**config.mk**
```make
export PLATFORM = sky130hd
export DESIGN_NAME = pulse_filter_array_flat
export DESIGN_NICKNAME = d
export VERILOG_FILES = /design/src/rtl/pulse_filter_pkg.sv /design/src/rtl/pulse_filter_array_if.sv /design/src/rtl/pulse_filter_chan.sv /design/src/rtl/pulse_filter_array.sv /design/src/flat_wrapper.sv
export SDC_FILE = /design/constraint.sdc
export NUM_CORES = 1
export LEC_CHECK = 0
export ABC_CLOCK_PERIOD_IN_PS = 3100
export BUFFER_PORTS_ARGS = -buffer_cell sky130_fd_sc_hd__buf_2
export CAP_MARGIN = 20
export CORE_MARGIN = 2
export CORE_UTILIZATION = 65
export CTS_BUF_LIST = sky130_fd_sc_hd__clkbuf_8
export DETAILED_ROUTE_END_ITERATION = 10
export PLACE_DENSITY_LB_ADDON = 0.15
export SYNTH_ARGS = -nofsm -noshare
export SYNTH_HDL_FRONTEND = slang
export SYNTH_SLANG_ARGS = --single-unit
```
**constraint.sdc**
```tcl
create_clock -name clk -period 3.1 [get_ports clk]
set_clock_uncertainty 0.05 [all_clocks]
set_input_delay 0.62 -clock clk [delete_from_list [all_inputs] [get_ports clk]]
set_output_delay 0.62 -clock clk [all_outputs]
set_load 0.005 [all_outputs]
```
**src/rtl/pulse_filter_pkg.sv**
```systemverilog
`default_nettype none
// ============================================================================
//  Module   : pulse_filter_pkg
//  Purpose  : Shared definitions for the pulse_filter_array block.
//             - per-channel mode word layout (SHOW, ONDETECT bit positions)
//             - run-counter width helper
//             - parameter-legality check macro
//  Revision : 1.0  initial release
// ============================================================================

package pulse_filter_pkg;

    // Per-channel pulse-control mode word. Bit SHOW selects showcancelled
    // (1) or noshowcancelled (0). Bit ONDETECT selects error-on-detect (1)
    // or error-on-event (0).
    localparam int SHOW     = 0;
    localparam int ONDETECT = 1;

    typedef logic [1:0] mode_t;

    // The run counter saturates at ERROR_LIM, so it needs to hold the
    // values 0..ERROR_LIM inclusive.
    function automatic int cnt_w(input int error_lim);
        return $clog2(error_lim + 1);
    endfunction

endpackage

// Elaboration-time legality check. Every classified run must still be
// entirely inside the delay line when its terminating edge arrives, which
// is what ties ERROR_LIM to DELAY.
`ifndef PULSE_FILTER_CHECK_PARAMS
`define PULSE_FILTER_CHECK_PARAMS(D, R, E) \
    if (!(((D) >= 1) && ((R) >= 1) && ((R) <= (E)) && ((E) <= (D)))) begin : g_param_check \
        $error("pulse_filter: need DELAY>=1, REJECT_LIM>=1, REJECT_LIM<=ERROR_LIM<=DELAY"); \
    end
`endif

`default_nettype wire

```
**src/rtl/pulse_filter_array_if.sv**
```systemverilog
`default_nettype none
// ============================================================================
//  Module   : pulse_filter_array_if
//  Purpose  : Bundles the per-channel data, configuration and status
//             vectors of pulse_filter_array.
//  Ports    : in, cfg_show, cfg_ondetect, err_clr  (driven by master)
//             out, err, err_seen                   (driven by slave)
//  Revision : 1.0  initial release
// ============================================================================

interface pulse_filter_array_if #(
    parameter int CHANNELS = 4
);
    logic [CHANNELS-1:0] in;
    logic [CHANNELS-1:0] cfg_show;
    logic [CHANNELS-1:0] cfg_ondetect;
    logic [CHANNELS-1:0] err_clr;
    logic [CHANNELS-1:0] out;
    logic [CHANNELS-1:0] err;
    logic [CHANNELS-1:0] err_seen;

    modport master (
        output in, cfg_show, cfg_ondetect, err_clr,
        input  out, err, err_seen
    );

    modport slave (
        input  in, cfg_show, cfg_ondetect, err_clr,
        output out, err, err_seen
    );
endinterface

`default_nettype wire

```
**src/rtl/pulse_filter_chan.sv**
```systemverilog
`default_nettype none
// ============================================================================
//  Module   : pulse_filter_chan
//  Purpose  : One inertial pulse-filter path: DELAY-stage {value, tag} line,
//             saturating run counter, run classifier and error reporting.
//  Ports    : clk, rst_n      clock, asynchronous active-low reset
//             i_in            raw synchronised sample
//             i_show          1 = showcancelled (locked mode)
//             i_ondetect      1 = error on detect, 0 = error on event
//             i_err_clr       clears o_err_seen
//             o_out           filtered output (DELAY cycles latency)
//             o_err           cancelled-pulse indication
//             o_err_seen      sticky OR of o_err
//  Revision : 1.0  initial release
// ============================================================================

module pulse_filter_chan
    import pulse_filter_pkg::*;
#(
    parameter int DELAY      = 4,
    parameter int REJECT_LIM = 2,
    parameter int ERROR_LIM  = 3
) (
    input  wire logic clk,
    input  wire logic rst_n,
    input  wire logic i_in,
    input  wire logic i_show,
    input  wire logic i_ondetect,
    input  wire logic i_err_clr,
    output logic      o_out,
    output logic      o_err,
    output logic      o_err_seen
);

    `PULSE_FILTER_CHECK_PARAMS(DELAY, REJECT_LIM, ERROR_LIM)

    localparam int                 c_cnt_w  = cnt_w(ERROR_LIM);
    localparam logic [c_cnt_w-1:0] c_reject = c_cnt_w'(REJECT_LIM);
    localparam logic [c_cnt_w-1:0] c_error  = c_cnt_w'(ERROR_LIM);
    localparam logic [c_cnt_w-1:0] c_one    = c_cnt_w'(1);

    // Stage 0 always holds the most recent raw sample, so it doubles as the
    // "previous sample" for edge detection.
    logic [DELAY-1:0]   r_val_q, w_val_d;
    logic [DELAY-1:0]   r_tag_q, w_tag_d;
    logic [c_cnt_w-1:0] r_cnt_q, w_cnt_d;
    logic               r_det_q, w_det_d;
    logic               r_out_q, w_out_d;
    logic               r_err_q, w_err_d;
    logic               r_err_seen_q, w_err_seen_d;

    logic w_edge;
    logic w_short;
    logic w_report;
    logic w_fill;

    always_comb begin
        w_edge   = i_in ^ r_val_q[0];
        // Run width r_cnt_q is < ERROR_LIM <= DELAY whenever it is cancelled,
        // so the run occupies stages 0..cnt-1 and stage cnt is its predecessor.
        w_short  = w_edge && (r_cnt_q < c_error);
        w_report = w_short && (r_cnt_q >= c_reject) && i_show;

        w_fill = 1'b0;
        for (int k = 0; k < DELAY; k++) begin
            if (k == int'(r_cnt_q)) begin
                w_fill = r_val_q[k];
            end
        end

        // Default: plain shift. A cancelled run lands in stages 1..cnt after
        // the shift and is replaced by the (already filtered) predecessor.
        w_val_d    = r_val_q;
        w_tag_d    = r_tag_q;
        w_val_d[0] = i_in;
        w_tag_d[0] = 1'b0;
        for (int k = 1; k < DELAY; k++) begin
            if (w_short && (k <= int'(r_cnt_q))) begin
                w_val_d[k] = w_fill;
                w_tag_d[k] = w_report;
            end else begin
                w_val_d[k] = r_val_q[k-1];
                w_tag_d[k] = r_tag_q[k-1];
            end
        end

        if (w_edge) begin
            w_cnt_d = c_one;
        end else if (r_cnt_q == c_error) begin
            w_cnt_d = r_cnt_q;
        end else begin
            w_cnt_d = r_cnt_q + c_one;
        end

        w_det_d      = w_report;
        w_out_d      = r_val_q[DELAY-1];
        w_err_d      = i_ondetect ? r_det_q : r_tag_q[DELAY-1];
        // Set wins over clear when both happen in the same cycle.
        w_err_seen_d = r_err_q | (r_err_seen_q & ~i_err_clr);
    end

    always_ff @(posedge clk or negedge rst_n) begin
        if (!rst_n) begin
            r_val_q      <= '0;
            r_tag_q      <= '0;
            r_cnt_q      <= '0;
            r_det_q      <= 1'b0;
            r_out_q      <= 1'b0;
            r_err_q      <= 1'b0;
            r_err_seen_q <= 1'b0;
        end else begin
            r_val_q      <= w_val_d;
            r_tag_q      <= w_tag_d;
            r_cnt_q      <= w_cnt_d;
            r_det_q      <= w_det_d;
            r_out_q      <= w_out_d;
            r_err_q      <= w_err_d;
            r_err_seen_q <= w_err_seen_d;
        end
    end

    assign o_out      = r_out_q;
    assign o_err      = r_err_q;
    assign o_err_seen = r_err_seen_q;

endmodule

`default_nettype wire

```
**src/rtl/pulse_filter_array.sv**
```systemverilog
`default_nettype none
// ============================================================================
//  Module   : pulse_filter_array
//  Purpose  : CHANNELS independent inertial pulse filters with per-channel
//             showcancelled / on-detect reporting. Mode is captured once on
//             the first clock after reset and then held.
//  Ports    : clk             rising-edge clock
//             rst_n           asynchronous active-low reset
//             bus (slave)     in, cfg_show, cfg_ondetect, err_clr -> DUT
//                             out, err, err_seen                  <- DUT
//  Revision : 1.0  initial release
// ============================================================================

module pulse_filter_array
    import pulse_filter_pkg::*;
#(
    parameter int CHANNELS   = 4,
    parameter int DELAY      = 4,
    parameter int REJECT_LIM = 2,
    parameter int ERROR_LIM  = 3
) (
    input  wire logic             clk,
    input  wire logic             rst_n,
    pulse_filter_array_if.slave   bus
);

    `PULSE_FILTER_CHECK_PARAMS(DELAY, REJECT_LIM, ERROR_LIM)

    logic                       r_cfg_locked_q, w_cfg_locked_d;
    mode_t [CHANNELS-1:0]       r_mode_q, w_mode_d;

    logic [CHANNELS-1:0]        w_out;
    logic [CHANNELS-1:0]        w_err;
    logic [CHANNELS-1:0]        w_err_seen;

    // Mode registers load exactly once; afterwards they only hold.
    always_comb begin
        w_cfg_locked_d = 1'b1;
        w_mode_d       = r_mode_q;
        if (!r_cfg_locked_q) begin
            for (int i = 0; i < CHANNELS; i++) begin
                w_mode_d[i][SHOW]     = bus.cfg_show[i];
                w_mode_d[i][ONDETECT] = bus.cfg_ondetect[i];
            end
        end
    end

    always_ff @(posedge clk or negedge rst_n) begin
        if (!rst_n) begin
            r_cfg_locked_q <= 1'b0;
            r_mode_q       <= '0;
        end else begin
            r_cfg_locked_q <= w_cfg_locked_d;
            r_mode_q       <= w_mode_d;
        end
    end

    for (genvar g = 0; g < CHANNELS; g++) begin : g_chan
        pulse_filter_chan #(
            .DELAY      (DELAY),
            .REJECT_LIM (REJECT_LIM),
            .ERROR_LIM  (ERROR_LIM)
        ) u_chan (
            .clk        (clk),
            .rst_n      (rst_n),
            .i_in       (bus.in[g]),
            .i_show     (r_mode_q[g][SHOW]),
            .i_ondetect (r_mode_q[g][ONDETECT]),
            .i_err_clr  (bus.err_clr[g]),
            .o_out      (w_out[g]),
            .o_err      (w_err[g]),
            .o_err_seen (w_err_seen[g])
        );
    end

    assign bus.out      = w_out;
    assign bus.err      = w_err;
    assign bus.err_seen = w_err_seen;

endmodule

`default_nettype wire

```
**src/flat_wrapper.sv**
```systemverilog
// flat-port wrapper written by rule: the top's interface ports become plain ports
module pulse_filter_array_flat import pulse_filter_pkg::*;
#(
    parameter int CHANNELS   = 4,
    parameter int DELAY      = 4,
    parameter int REJECT_LIM = 2,
    parameter int ERROR_LIM  = 3
)
  (clk, rst_n, bus_in, bus_cfg_show, bus_cfg_ondetect, bus_err_clr, bus_out, bus_err, bus_err_seen);
  pulse_filter_array_if #(.CHANNELS(CHANNELS)) bus_i ();
  input  wire logic clk;
  input  wire logic rst_n;
  input wire logic [$bits(bus_i.in)-1:0] bus_in;
  input wire logic [$bits(bus_i.cfg_show)-1:0] bus_cfg_show;
  input wire logic [$bits(bus_i.cfg_ondetect)-1:0] bus_cfg_ondetect;
  input wire logic [$bits(bus_i.err_clr)-1:0] bus_err_clr;
  output wire logic [$bits(bus_i.out)-1:0] bus_out;
  output wire logic [$bits(bus_i.err)-1:0] bus_err;
  output wire logic [$bits(bus_i.err_seen)-1:0] bus_err_seen;
  assign bus_i.in = bus_in;
  assign bus_i.cfg_show = bus_cfg_show;
  assign bus_i.cfg_ondetect = bus_cfg_ondetect;
  assign bus_i.err_clr = bus_err_clr;
  assign bus_out = bus_i.out;
  assign bus_err = bus_i.err;
  assign bus_err_seen = bus_i.err_seen;
  pulse_filter_array #(.CHANNELS(CHANNELS), .DELAY(DELAY), .REJECT_LIM(REJECT_LIM), .ERROR_LIM(ERROR_LIM)) u_core (.clk(clk), .rst_n(rst_n), .bus(bus_i));
endmodule
```
==> results.cfg <==
[run_status]
status = complete, no violations

[final_layout]
diodes = 0
n_fill_cell = 276
final_cell_mix = dfrtp_1, buf_2, ha_1, mux2_2, inv_1
drive_gt1_share_pct = 28.6
final_util_pct = 74.9
fin_nets = 267
area.growth.synth_to_final_pct = 11.0
layout_commonest_cell = dfrtp_1
instances_no_fill = 284

[drt]
viasPerCell = 5.20
wirelength_um = 4110
drc_errors = 0
vias = 1477
drt_pass1_iterations = 4
ant_nets = 0
wl_per_cell_um = 14.5
drt_iter0_markers = 84

[floorplanning]
die_x_um = 68.2
ios = 30
dieHeight_um = 68.2
rows = 23
initial_core_util_pct = 67.5
die_area_mm2 = 0.00465
core_mm2 = 0.00397

[logic_synthesis]
synth_cell_types = 26
synth_area_per_cell_um2 = 12.8
postSynthCellCount = 209
synth_nets = 247
ys_ff_latch = 61
syn-cell-area_mm2 = 0.00268
yosysSeqAreaShare_pct = 57.0
yosys_warnings = 0

[power]
p_leak_nw = 1.56
power_mw = 2.65
peakVddDrop_uv = 463
power_density_mw_per_mm2 = 892

[global_route]
first_global_vias = 1485
grt_pass1_wl_um = 6890
grt.total_usage_pct = 21.4
overflow = 0
grt_max_degree = 33
antenna_found_initial = 0

[worst_setup_path]
reg2regPathDepth = 5
critical_path.reg2reg.endpoint = u_core.g_chan[0].u_chan.r_tag_q[2]$_DFF_PN0_
crit_path_start_kind = register
crit_end = u_core.g_chan[0].u_chan.r_tag_q[2]$_DFF_PN0_
crit_required_ps = 3260
worstReg2RegStart = u_core.g_chan[0].u_chan.r_cnt_q[0]$_DFFE_PN0P_
critPathMaxFanout = 4
r2r_slack_ps = 1510
worstSetupStartpoint = u_core.g_chan[0].u_chan.r_cnt_q[0]$_DFFE_PN0P_
worstPathArrival_ps = 1750
timing_worst_setup_path_type = register to register
cp-end-kind = register

[timing]
fin_crit_sh_pct = 51.3
min_period_ps = 1590
maxSlewViolCount = 0
maxSlewHeadroom_pct = 55.1
finalSetupTns_ps = 0
rsz0062_at_grt = false
worst_pin_slew_ps = 673
holdWs_ps = 270
setup_viol = 0
max_freq_mhz = 629
final_hold_viol_count = 0

[place]
place_congestion = 0.806
place_inst = 268
place_hpwl_um = 3030
io_buffers = 29

[clocking]
cts_tree = done
numClockSinks = 61
ctsHoldBuffers = 0
root_buffer = clkbuf_8
cts_made_buffers = 9
postCtsSetupRepairBufs = 0
htreeDepth = 3
cts_buffer_depth = 2
clk_latency_ps = 330
cts_resized = 0
clk_pin_slew_worst_paths_ps = 70

[flow_run]
maxCapViolations = 0

[min_path]
hp-class = primary input to asynchronous set/reset pin
flip-flops by register name, indices dropped and copies added, names as in the netlist:
register and cells:
u_core.r_cfg_locked_q 1, u_core.g_chan.u_chan.o_out 4, u_core.g_chan.u_chan.r_val_q 16, u_core.g_chan.u_chan.r_det_q 4
u_core.g_chan.u_chan.o_err 4, u_core.g_chan.u_chan.o_err_seen 4, u_core.r_mode_q 8, u_core.g_chan.u_chan.r_tag_q 12
u_core.g_chan.u_chan.r_cnt_q 8
worst max-delay path, cell delays in order, from the launching register on:
cell     delay [ps]
dfrtp_1         420
inv_1           130
ha_1            200
nor2_1           60
nor3_2          230
mux2_2          380
how the worst min path moves through the flow:
stage	start	endpoint	slack, ps
floorplan	rst_n	u_core.g_chan[0].u_chan.o_err$_DFF_PN0_	270
global placement	u_core.g_chan[1].u_chan.r_tag_q[2]$_DFF_PN0_	u_core.g_chan[1].u_chan.r_tag_q[3]$_DFF_PN0_	280
detailed placement	u_core.g_chan[0].u_chan.r_tag_q[2]$_DFF_PN0_	u_core.g_chan[0].u_chan.r_tag_q[3]$_DFF_PN0_	290
CTS	rst_n	u_core.r_mode_q[6]$_DFFE_PN0N_	280
global route	u_core.g_chan[3].u_chan.r_tag_q[2]$_DFF_PN0_	u_core.g_chan[3].u_chan.r_tag_q[3]$_DFF_PN0_	300
finish	rst_n	u_core.g_chan[3].u_chan.r_val_q[2]$_DFF_PN0_	270
per-stage QoR:
step | worst slack, ps | instance area (µm²)
finish | 1510 | 2980
global route | 1370 | 2980
CTS | 1500 | 2980
detailed placement | 1330 | 2780
global placement | 1410 | 2780
floorplan | 1590 | 2680
metal layers:
layer  routed length (µm)  up-vias  GRT usage (%)
met5                    0        -              0
met4                   48        0           6.75
met3                  216        7           9.38
met2                 2070       37           35.2
met1                 1780      725           25.5
li1                     -      708              -
cell usage after synthesis (all sizes together):
cell type / count / area [µm²]
clkbuf: 9 / 33.8
and3b: 5 / 43.8
nor2: 8 / 30.0
dfrtp: 61 / 1530
mux2: 19 / 214
xor2: 4 / 35.0
conb: 1 / 3.75
a22o: 3 / 26.3
xnor2: 4 / 35.0
nand2b: 1 / 6.26
ha: 20 / 250
buf: 12 / 90.1
or3: 3 / 18.8
nor2b: 7 / 43.8
nand3b: 3 / 22.5
nor3: 4 / 40.0
o211ai: 2 / 15.0
a21o: 8 / 60.1
nand2: 5 / 18.8
a21oi: 6 / 30.0
and2: 4 / 25.0
o31ai: 1 / 7.51
o21ai: 1 / 5.00
mux2i: 5 / 50.1
inv: 13 / 48.8
cell type report:
cell class,instances,area (µm²),area share [%]
Sequential cell,61,1530,51.3
Multi-Input combinational cell,114,981,33.0
Timing Repair Buffer,30,165,5.55
Clock buffer,10,138,4.63
Tap cell,50,62.6,2.10
Clock inverter,6,53.8,1.81
Inverter,13,48.8,1.64
cell families (layout without fill, tap and decap cells):
logic type / after synthesis / in the layout / share of synthesized area, %
adders and majority gates: 20 / 20 / 9.34
DFF: 61 / 61 / 57.0
other: 1 / 1 / 0.140
buffers and inverters: 34 / 59 / 6.44
and+or+nand+nor: 40 / 40 / 9.29
xor gates and xnor gates: 8 / 8 / 2.61
muxes: 24 / 24 / 9.85
AOI/OAI and AO/OA: 21 / 21 / 5.37
report_power, final:
group          total, mW  switching [mW]  internal [mW]
Combinational      0.773           0.383          0.390
Sequential          1.20           0.151           1.05
Clock              0.677           0.293          0.384
(Power assumes the default switching activity.)
